<file path="src/rtl/strap_pkg.sv">
// -----------------------------------------------------------------------------
// strap_pkg
//   Shared definitions for the strap sampler: FSM state encoding, default
//   parameter values and a helper that sizes the saturating-free counters.
// -----------------------------------------------------------------------------
package strap_pkg;

  // Sampler states: flush synchroniser, wait for stability, hold the word.
  typedef enum logic [1:0] {
    SYNC   = 2'd0,
    SETTLE = 2'd1,
    LOCKED = 2'd2
  } strap_state_e;

  localparam int unsigned DEF_WIDTH         = 8;
  localparam int unsigned DEF_SYNC_STAGES   = 2;
  localparam int unsigned DEF_STABLE_CYCLES = 4;
  localparam int unsigned DEF_TIMEOUT       = 64;

  // Bits needed to hold values 0..max_val, never less than one bit.
  function automatic int unsigned cnt_width(input int unsigned max_val);
    int unsigned w;
    w = $clog2(max_val + 1);
    return (w < 1) ? 1 : w;
  endfunction

endpackage

</file>
<file path="src/rtl/strap_sync.sv">
// -----------------------------------------------------------------------------
// strap_sync
//   WIDTH-wide, SYNC_STAGES-deep flop chain bringing the asynchronous strap
//   levels into the ck domain. All stages reset to zero.
//
// Ports:
//   ck     in   clock, rising edge
//   nrst   in   asynchronous active-low reset
//   d      in   raw strap levels
//   q      out  fully synchronised straps (last stage)
//   q_pre  out  stage feeding the last stage (the value q takes next edge)
// -----------------------------------------------------------------------------
module strap_sync
  import strap_pkg::*;
#(
  parameter int unsigned WIDTH       = DEF_WIDTH,
  parameter int unsigned SYNC_STAGES = DEF_SYNC_STAGES
) (
  input  logic             ck,
  input  logic             nrst,
  input  logic [WIDTH-1:0] d,
  output logic [WIDTH-1:0] q,
  output logic [WIDTH-1:0] q_pre
);

  logic [WIDTH-1:0] stage [SYNC_STAGES];

  always_ff @(posedge ck or negedge nrst) begin
    if (!nrst) begin
      for (int unsigned i = 0; i < SYNC_STAGES; i++) begin
        stage[i] <= '0;
      end
    end else begin
      stage[0] <= d;
      for (int unsigned i = 1; i < SYNC_STAGES; i++) begin
        stage[i] <= stage[i-1];
      end
    end
  end

  assign q     = stage[SYNC_STAGES-1];
  assign q_pre = stage[SYNC_STAGES-2];

endmodule

</file>
<file path="src/rtl/strap_sampler.sv">
// -----------------------------------------------------------------------------
// strap_sampler
//   Samples a bus of static strap inputs after reset release. The bus is
//   synchronised, must read identically for STABLE_CYCLES consecutive edges
//   and is then latched as the configuration word. If the straps never settle
//   a lock is forced after TIMEOUT SETTLE edges. Once locked the straps are
//   still watched and any difference raises a sticky mismatch flag.
//
// Ports:
//   ck           in   clock, all state on rising edge
//   nrst         in   asynchronous active-low reset
//   strap_i      in   raw strap levels (asynchronous to ck)
//   resample_i   in   request a new sample, honoured only while LOCKED
//   cfg_o        out  latched configuration word (RESET_CFG before first lock)
//   cfg_valid_o  out  cfg_o holds a locked sample
//   busy_o       out  sampler in SYNC or SETTLE
//   mismatch_o   out  sticky: synced straps differ from cfg_o while LOCKED
//   timeout_o    out  sticky: last lock was forced by TIMEOUT
// -----------------------------------------------------------------------------
module strap_sampler
  import strap_pkg::*;
#(
  parameter int unsigned      WIDTH         = DEF_WIDTH,
  parameter int unsigned      SYNC_STAGES   = DEF_SYNC_STAGES,
  parameter int unsigned      STABLE_CYCLES = DEF_STABLE_CYCLES,
  parameter int unsigned      TIMEOUT       = DEF_TIMEOUT,
  parameter logic [WIDTH-1:0] RESET_CFG     = '0
) (
  input  logic             ck,
  input  logic             nrst,
  input  logic [WIDTH-1:0] strap_i,
  input  logic             resample_i,
  output logic [WIDTH-1:0] cfg_o,
  output logic             cfg_valid_o,
  output logic             busy_o,
  output logic             mismatch_o,
  output logic             timeout_o
);

  localparam int unsigned SW = cnt_width(SYNC_STAGES);
  localparam int unsigned CW = cnt_width(STABLE_CYCLES);
  localparam int unsigned TW = cnt_width(TIMEOUT);

  localparam logic [SW-1:0] SYNC_LAST = SW'(SYNC_STAGES - 1);
  localparam logic [CW-1:0] CNT_LAST  = CW'(STABLE_CYCLES - 1);
  localparam logic [TW-1:0] TCNT_LAST = TW'(TIMEOUT - 1);

  strap_state_e     state;
  logic [SW-1:0]    sync_cnt;
  logic [CW-1:0]    cnt;
  logic [TW-1:0]    tcnt;
  logic [WIDTH-1:0] shadow;
  logic [WIDTH-1:0] sync;
  logic [WIDTH-1:0] sync_pre;

  logic settle_same;
  logic settle_lock;
  logic settle_force;

  strap_sync #(
    .WIDTH       (WIDTH),
    .SYNC_STAGES (SYNC_STAGES)
  ) u_sync (
    .ck    (ck),
    .nrst  (nrst),
    .d     (strap_i),
    .q     (sync),
    .q_pre (sync_pre)
  );

  // Normal lock has priority over the forced lock on the same edge.
  always_comb begin
    settle_same  = (sync == shadow);
    settle_lock  = settle_same && (cnt == CNT_LAST);
    settle_force = !settle_lock && (tcnt == TCNT_LAST);
  end

  assign busy_o = (state != LOCKED);

  always_ff @(posedge ck or negedge nrst) begin
    if (!nrst) begin
      state       <= SYNC;
      sync_cnt    <= '0;
      cnt         <= '0;
      tcnt        <= '0;
      shadow      <= '0;
      cfg_o       <= RESET_CFG;
      cfg_valid_o <= 1'b0;
      mismatch_o  <= 1'b0;
      timeout_o   <= 1'b0;
    end else begin
      case (state)
        SYNC: begin
          if (sync_cnt == SYNC_LAST) begin
            // On this edge the last stage is still capturing the first real
            // sample, so the shadow is seeded from the stage feeding it; the
            // first SETTLE compare then sees a genuine strap value.
            state    <= SETTLE;
            shadow   <= sync_pre;
            sync_cnt <= '0;
            cnt      <= '0;
            tcnt     <= '0;
          end else begin
            sync_cnt <= sync_cnt + 1'b1;
          end
        end

        SETTLE: begin
          if (settle_lock) begin
            state       <= LOCKED;
            cfg_o       <= shadow;
            cfg_valid_o <= 1'b1;
            timeout_o   <= 1'b0;
            cnt         <= '0;
            tcnt        <= '0;
          end else if (settle_force) begin
            state       <= LOCKED;
            cfg_o       <= sync;
            cfg_valid_o <= 1'b1;
            timeout_o   <= 1'b1;
            cnt         <= '0;
            tcnt        <= '0;
          end else begin
            tcnt <= tcnt + 1'b1;
            if (settle_same) begin
              cnt <= cnt + 1'b1;
            end else begin
              shadow <= sync;
              cnt    <= '0;
            end
          end
        end

        LOCKED: begin
          if (resample_i) begin
            // cfg_o keeps the previous word until the next lock.
            state       <= SETTLE;
            cfg_valid_o <= 1'b0;
            mismatch_o  <= 1'b0;
            shadow      <= sync;
            cnt         <= '0;
            tcnt        <= '0;
          end else if (sync != cfg_o) begin
            mismatch_o <= 1'b1;
          end
        end

        default: begin
          state <= SYNC;
        end
      endcase
    end
  end

endmodule
</file>
<file path="config.mk">
export PLATFORM = sky130hd
export DESIGN_NAME = strap_sampler
export DESIGN_NICKNAME = d
export VERILOG_FILES = /design/src/rtl/strap_pkg.sv /design/src/rtl/strap_sync.sv /design/src/rtl/strap_sampler.sv
export SDC_FILE = /design/constraint.sdc
export NUM_CORES = 1
export LEC_CHECK = 0
export ABC_AREA = 1
export CORE_MARGIN = 3
export CORE_UTILIZATION = 30
export DETAILED_ROUTE_END_ITERATION = 8
export PLACE_DENSITY_LB_ADDON = 0.05
export SYNTH_ARGS = -nofsm -noshare
export SYNTH_HDL_FRONTEND = slang
export SYNTH_SLANG_ARGS = --single-unit
</file>
<file path="constraint.sdc">
create_clock -name ck -period 1.77 [get_ports ck]
set_input_delay 0.531 -clock ck [delete_from_list [all_inputs] [get_ports ck]]
set_output_delay 0.531 -clock ck [all_outputs]
set_load 0.005 [all_outputs]
</file>
==> metrics.txt, run 1 <==
status=finished clean; CP max stage cell=clkdlybuf4s50_1; Core Util, Final=0.4214; met1 usage=0.1618; FFs w/ async S/R, synth=1.000; initial antenna violation count=0; met2 usage=0.1750; Lkg Pwr=between 1.5 and 2 nW; Worst Setup SP=cfg_o[5]; VDD IR max=0.6915 mV; Net Sw Frac=0.3767; number of hold buffers added after CTS=0; Syn Inst Count=between 200 and 250; clk_lat worst skew=0.31 ns; # IOs=23; Via density=4.221; R2R Setup Slk=0.08 ns; Worst Skew=0.01082 ns; wire length per cell=12.49 µm; Worst setup EP type=primary output; minimum clock period=1.697 ns; DP HPWL=3482 µm; met3 GRT Util=0.03187; Layout area overhead=33.05%; Max stage delay on crit path=0.50 ns; Worst Path Max Fanout=2; min-delay worst type=input pin to asynchronous set/reset pin; die height=94.67 µm; synthesized area=2359 µm²; final non-filler cell total=398; most common cell in the synthesized netlist=nand2_1; gr usage total=0.1171; vias in the first global route=1638; core area=7447 µm²; actual slew at the worst max-slew pin=0.4359 ns; Crit path depth=1; r2r startpoint=state[1]; fin nets=316; Mean Syn Cell Area=9.706 µm²; fmax=a little under 0.6 GHz; Cell Pwr Density=1728 nW/µm²; Slew Viols, Final=0; full die area=around 9000 µm²; worst flop-to-flop path endpoint=tcnt[3]; final antenna-violating net count=0; largest net degree at the start of global routing=24; Synth area leaders=dfrtp_1, nand2_1, mux2_2, ha_1, xnor2_1; first-pass GRT wire length=7955 µm; clock power share=0.178; CTS root buf=clkbuf_8; sequential-to-total area share from yosys stat=0.5199; CP bufs+invs=1; Worst Setup Start Kind=flip-flop; Unique masters post-synth=30; Rows=31; Starting DRT DRC Count=32; Post-synth EDFFs=0; Num CTS Buffers=5; Worst EP required=1.24 ns; worst slew margin relative to its limit=0.7094; Die X=roughly 95 µm; RD Place Congestion=0.7814; Int Power=3.379 mW; Fin. Hold Viols=0; DRT Wirelength=4972 µm; routed vias=1680; CTS tree=yes; DR DRC count=0; Flop pwr share=0.292; YS warnings=0; Mapped Nets=261; # diodes=0; Congestion Overflow GR=0; combinational share of power=0.531; Pre-antenna DRT Iters=4; r2r worst-path depth=11; # setup viols final=0; Initial Util=0.3167; port bufs=22; largest area contributor in the netlist=dfrtp_1; max cap viols=0; share of layout cells above drive strength 1=0.2809; crit path DAT=roughly 1.2 ns; synthesis-stage register bit count=49; CTS Sinks=49; end point of the critical path=cfg_o[5]; Post-Place Cells=377; critical path, cell by cell=clkdlybuf4s50_1; clk buf depth=2; Post-synth top cells=nand2_1, dfrtp_1, inv_1; critical path's top delay family=buffers and inverters; dominant synthesized flop cell=dfrtp_1; Synth top area share=0.5199; H-Tree Depth=2; busiest layer in global routing=met2; Setup CP Type=flip-flop to primary output; Clock transition at path regs=0.10 ns; crit share post-route=0.9589; Switching Power=2.042 mW
## how the worst min path moves through the flow
stage / end / slack, ns / depth (start not counted)
final: u_sync.q[0] / 0.15 / 1
after floorplan: cfg_o[0] / 0.24 / 0
after global routing: u_sync.q[0] / 0.15 / 1
after detailed placement: u_sync.q[1] / 0.36 / 0
after CTS: u_sync.q[0] / 0.15 / 1
after global placement: u_sync.q[5] / 0.36 / 0
## layer usage
| layer | part of all wire | wire length, µm | up-vias |
|---|---|---|---|
| li1 | - | - | 875 |
| met1 | 0.50 | 2463 | 776 |
| met2 | 0.45 | 2237 | 25 |
| met3 | 0.045 | 226 | 4 |
| met4 | 0.0091 | 45 | 0 |
| met5 | 0 | 0 | - |
## power groups by stage
stage | logic [mW] | clock network (mW) | registers [mW]
after floorplan | 1.69 | 0 | 1.59
final | 2.88 | 0.963 | 1.58
after global placement | 2.53 | 0 | 1.62
after detailed placement | 2.54 | 0 | 1.62
after global routing | 3.23 | 1.06 | 1.61
after CTS | 2.62 | 1.00 | 1.58
## registers in the layout, summed over array words and instances (netlist names)
name,cells
cnt,3
tcnt,7
cfg_o,8
shadow,8
mismatch_o,1
sync_cnt,2
state,2
cfg_valid_o,1
timeout_o,1
u_sync.q,8
u_sync.q_pre,8
## layout make-up
| cell class | instances | area [µm²] |
|---|---|---|
| inverters | 26 | 100.1 |
| repair buffers | 52 | 503.0 |
| well taps | 99 | 123.9 |
| clock buffers | 5 | 68.82 |
| fillers | 760 | 4309 |
| flip-flops and latches | 49 | 1226 |
| multi-input cells | 164 | 1047 |
| clock inverters | 3 | 68.82 |
## what timing repair did
action                     CTS  global route
buffers inserted             6             6
setup endpoints to repair    6            28
cloned                       0             1
pin swaps                    0             3
resized for setup            2            19
## placed cells by master (no fill, tap or decap), drive strengths merged, types with 5 or more instances in the layout
master          n
nand2          79
dfrtp          49
buf            31
inv            27
nand3          19
clkdlybuf4s50  18
nor2           13
xnor2          10
mux2            8
o21ai           8
ha              7
xor2            5
clkbuf          5
## logic make-up (layout without fill, tap and decap cells)
kind of cell	count (synthesis)	in the layout	share of synthesized area
and+or+nand+nor	120	121	0.2477
DFF	49	49	0.5199
buffers and inverters	31	86	0.06419
xor gates and xnor gates	15	15	0.05570
AOI/OAI and AO/OA	13	13	0.03713
muxes	8	8	0.03820
adders and majority gates	7	7	0.03713
## per-stage QoR
stage / TNS, ns / worst slack, ns / hold WS (ns) / instance area (µm²) / power [mW]
2_1_floorplan: 0 / 0.1892 / 0.2354 / 2359 / 3.280
5_1_grt: -0.3865 / -0.04962 / 0.1523 / 3138 / 5.910
3_5_place_dp: -2.266 / -0.1960 / 0.3588 / 2829 / 4.157
3_3_place_gp: -2.539 / -0.2019 / 0.3625 / 2829 / 4.149
6_report: 0 / 0.07276 / 0.1529 / 3138 / 5.421
4_1_cts: -0.03079 / -0.03079 / 0.1468 / 3014 / 5.201
No activity file was read; power rests on OpenSTA's default activity.
==> run 2: changes to the inputs <==
CORE_ASPECT_RATIO = 0.7   (was not set)
RECOVER_POWER = 25   (was not set)
clock period = 2.2 ns   (was 1.77 ns; I/O delays follow)
==> metrics.txt, run 2 (synthesis gave the netlist of run 1 again) <==
status=finished clean; gr usage total=0.1156 (-0.001584); Rows=26 (-16%); DRT Wirelength=4699 µm (-5.5%); RD Place Congestion=0.7758 (-0.72%); wire length per cell=12.53 µm (+0.31%); initial antenna violation count=0 (unchanged); Int Power=2.309 mW (-32%); Register Area=1226 µm² (unchanged); filler instances=743 (-2.2%); Worst Path Max Fanout=4 (+2); DR WL met2=1873 µm (-16%); clk_lat worst skew=0.30 ns (about the same); max cap viols=0 (unchanged); min-delay worst type=flip-flop to flip-flop; commonest non-fill, non-tap cell in the layout=nand2_1; fmax=0.5122 GHz; Worst Skew=0.007298 ns (-0.003520 ns); Setup CP Type=flip-flop to primary output; footprint of the multi-input gates=980.9 µm² (-6.3%); crit share post-route=0.8874; die height=80.19 µm (-15%); minimum clock period=1.952 ns; CTS tree=yes; DP HPWL=3320 µm (-4.7%); most frequent cells in the layout=nand2_1, dfrtp_1, inv_1; # diodes=0 (unchanged); vias in the first global route=1615 (-1.4%); port bufs=22 (unchanged); Lkg Pwr=1.421 nW (-11%); final antenna-violating net count=0 (unchanged); CTS Sinks=49 (unchanged); Switching Power=1.500 mW (-27%); Layout area overhead=20.16%; crit path DAT=1.29 ns (+0.12 ns); M1 WL=2629 µm (+6.7%); Slew Viols, Final=0 (unchanged); share of layout cells above drive strength 1=0.1877 (-0.09321); top sig layer=met4; clk buf depth=2 (unchanged); DR DRC count=0 (unchanged); Worst Setup Start Kind=flip-flop; # setup viols final=0 (unchanged); fin nets=294 (-7.0%); first-pass GRT wire length=8135 µm (+2.3%); Cell Pwr Density=1344 nW/µm² (-22%); Net Sw Frac=0.3938 (+0.01707); Initial Util=0.3166 (about the same); Flop pwr share=0.338 (+0.046); Pre-antenna DRT Iters=4 (unchanged); CTS root buf=clkbuf_8; actual slew at the worst max-slew pin=1.246 ns (+0.8106 ns); Core Util, Final=0.3804 (-0.04095); Clock transition at path regs=0.09 ns (about the same); combinational share of power=0.489 (-0.042); Num CTS Buffers=5 (unchanged); Placed Area=2720 µm² (-3.8%); r2r worst-path depth=11 (unchanged); full die area=8979 µm² (+0.19%); core area=7450 µm² (about the same); Worst setup EP type=primary output; Congestion Overflow GR=0 (unchanged); Fin. Hold Viols=0 (unchanged); Starting DRT DRC Count=58 (+81%); met3 wire length=156 µm (-31%); # IOs=23 (unchanged); largest net degree at the start of global routing=50 (+110%); number of hold buffers added after CTS=0 (unchanged); final instance area=2834 µm² (-9.7%); routed vias=1585 (-5.7%); Die X=112.0 µm (+18%); Min-Delay Path Depth=0; Worst EP required=1.54 ns (+0.30 ns); RSZ-0062 raised after global routing=no; worst slew margin relative to its limit=0.1690 (-0.5404); VDD IR max=0.3801 mV (-45%); Via density=4.227 (+0.13%); clock power share=0.174 (-0.004); H-Tree Depth=2 (unchanged)
[run 2: layout make-up]
type                            count  share of cell area
Clock buffer                        5             0.02428
Multi-Input combinational cell    163              0.3461
Inverter                           26             0.03444
Timing Repair Buffer               31              0.1029
Tap cell                           98             0.04327
Clock inverter                      3             0.01634
Sequential cell                    49              0.4327
[run 2: metrics by stage]
| stage | setup TNS [ns] | setup slack [ns] | hold WS (ns) | power (mW) | cells |
|---|---|---|---|---|---|
| 3_3_place_gp | 0 | 0.02495 | 0.3640 | 3.188 | 365 |
| 6_report | 0 | 0.2476 | 0.3814 | 3.809 | 375 |
| 2_1_floorplan | 0 | 0.6192 | 0.3501 | 2.639 | 243 |
| 3_5_place_dp | -0.005876 | -0.004020 | 0.3639 | 3.180 | 365 |
| 4_1_cts | 0 | 0.2344 | 0.3362 | 3.884 | 375 |
| 5_1_grt | 0 | 0.1337 | 0.4076 | 4.183 | 375 |
[run 2: critical path, stage by stage, from the launching register on]
cell           delay, ns
dfrtp_1             0.36
inv_1               0.06
ha_1                0.20
inv_1               0.11
dlygate4sd2_1       0.26
[run 2: routing by layer]
| layer | vias to the layer above | global-route usage |
|---|---|---|
| li1 | 827 | - |
| met1 | 735 | 0.1761 |
| met2 | 19 | 0.1579 |
| met3 | 4 | 0.03087 |
| met4 | 0 | 0.03241 |
| met5 | - | 0 |
[run 2: worst paths after layout]
| kind | start | endpoint | slack (ns) |
|---|---|---|---|
| worst max register to register | state[1] | shadow[1] | 0.33 |
| worst max-delay path | state[0] | busy_o | 0.25 |
| max in group asynchronous | nrst | u_sync.q_pre[7] | 0.76 |
| worst min-delay path | u_sync.q_pre[6] | u_sync.q[6] | 0.38 |
| min in group asynchronous | nrst | cfg_valid_o | 0.70 |
| worst min register to register | u_sync.q_pre[6] | u_sync.q[6] | 0.38 |
[run 2: power groups by stage]
| stage | clock [mW] | sequential [mW] | combinational (mW) |
|---|---|---|---|
| finish | 0.661 | 1.29 | 1.86 |
| global route | 0.724 | 1.32 | 2.14 |
| CTS | 0.692 | 1.29 | 1.90 |
| detailed placement | 0 | 1.31 | 1.87 |
| global placement | 0 | 1.32 | 1.87 |
| floorplan | 0 | 1.28 | 1.36 |
[run 2: timing repair]
action,in CTS,in global routing
endpoints found under the hold margin,0,0
buffers inserted,2,0
setup endpoints to repair,1,0
resized for setup,1,0
==> run 3: changes to the inputs <==
CTS_CLUSTER_SIZE = 10   (was not set)
==> results of run 3 <==
No change in the layout: final DEF, timing and power equal those of run 2.
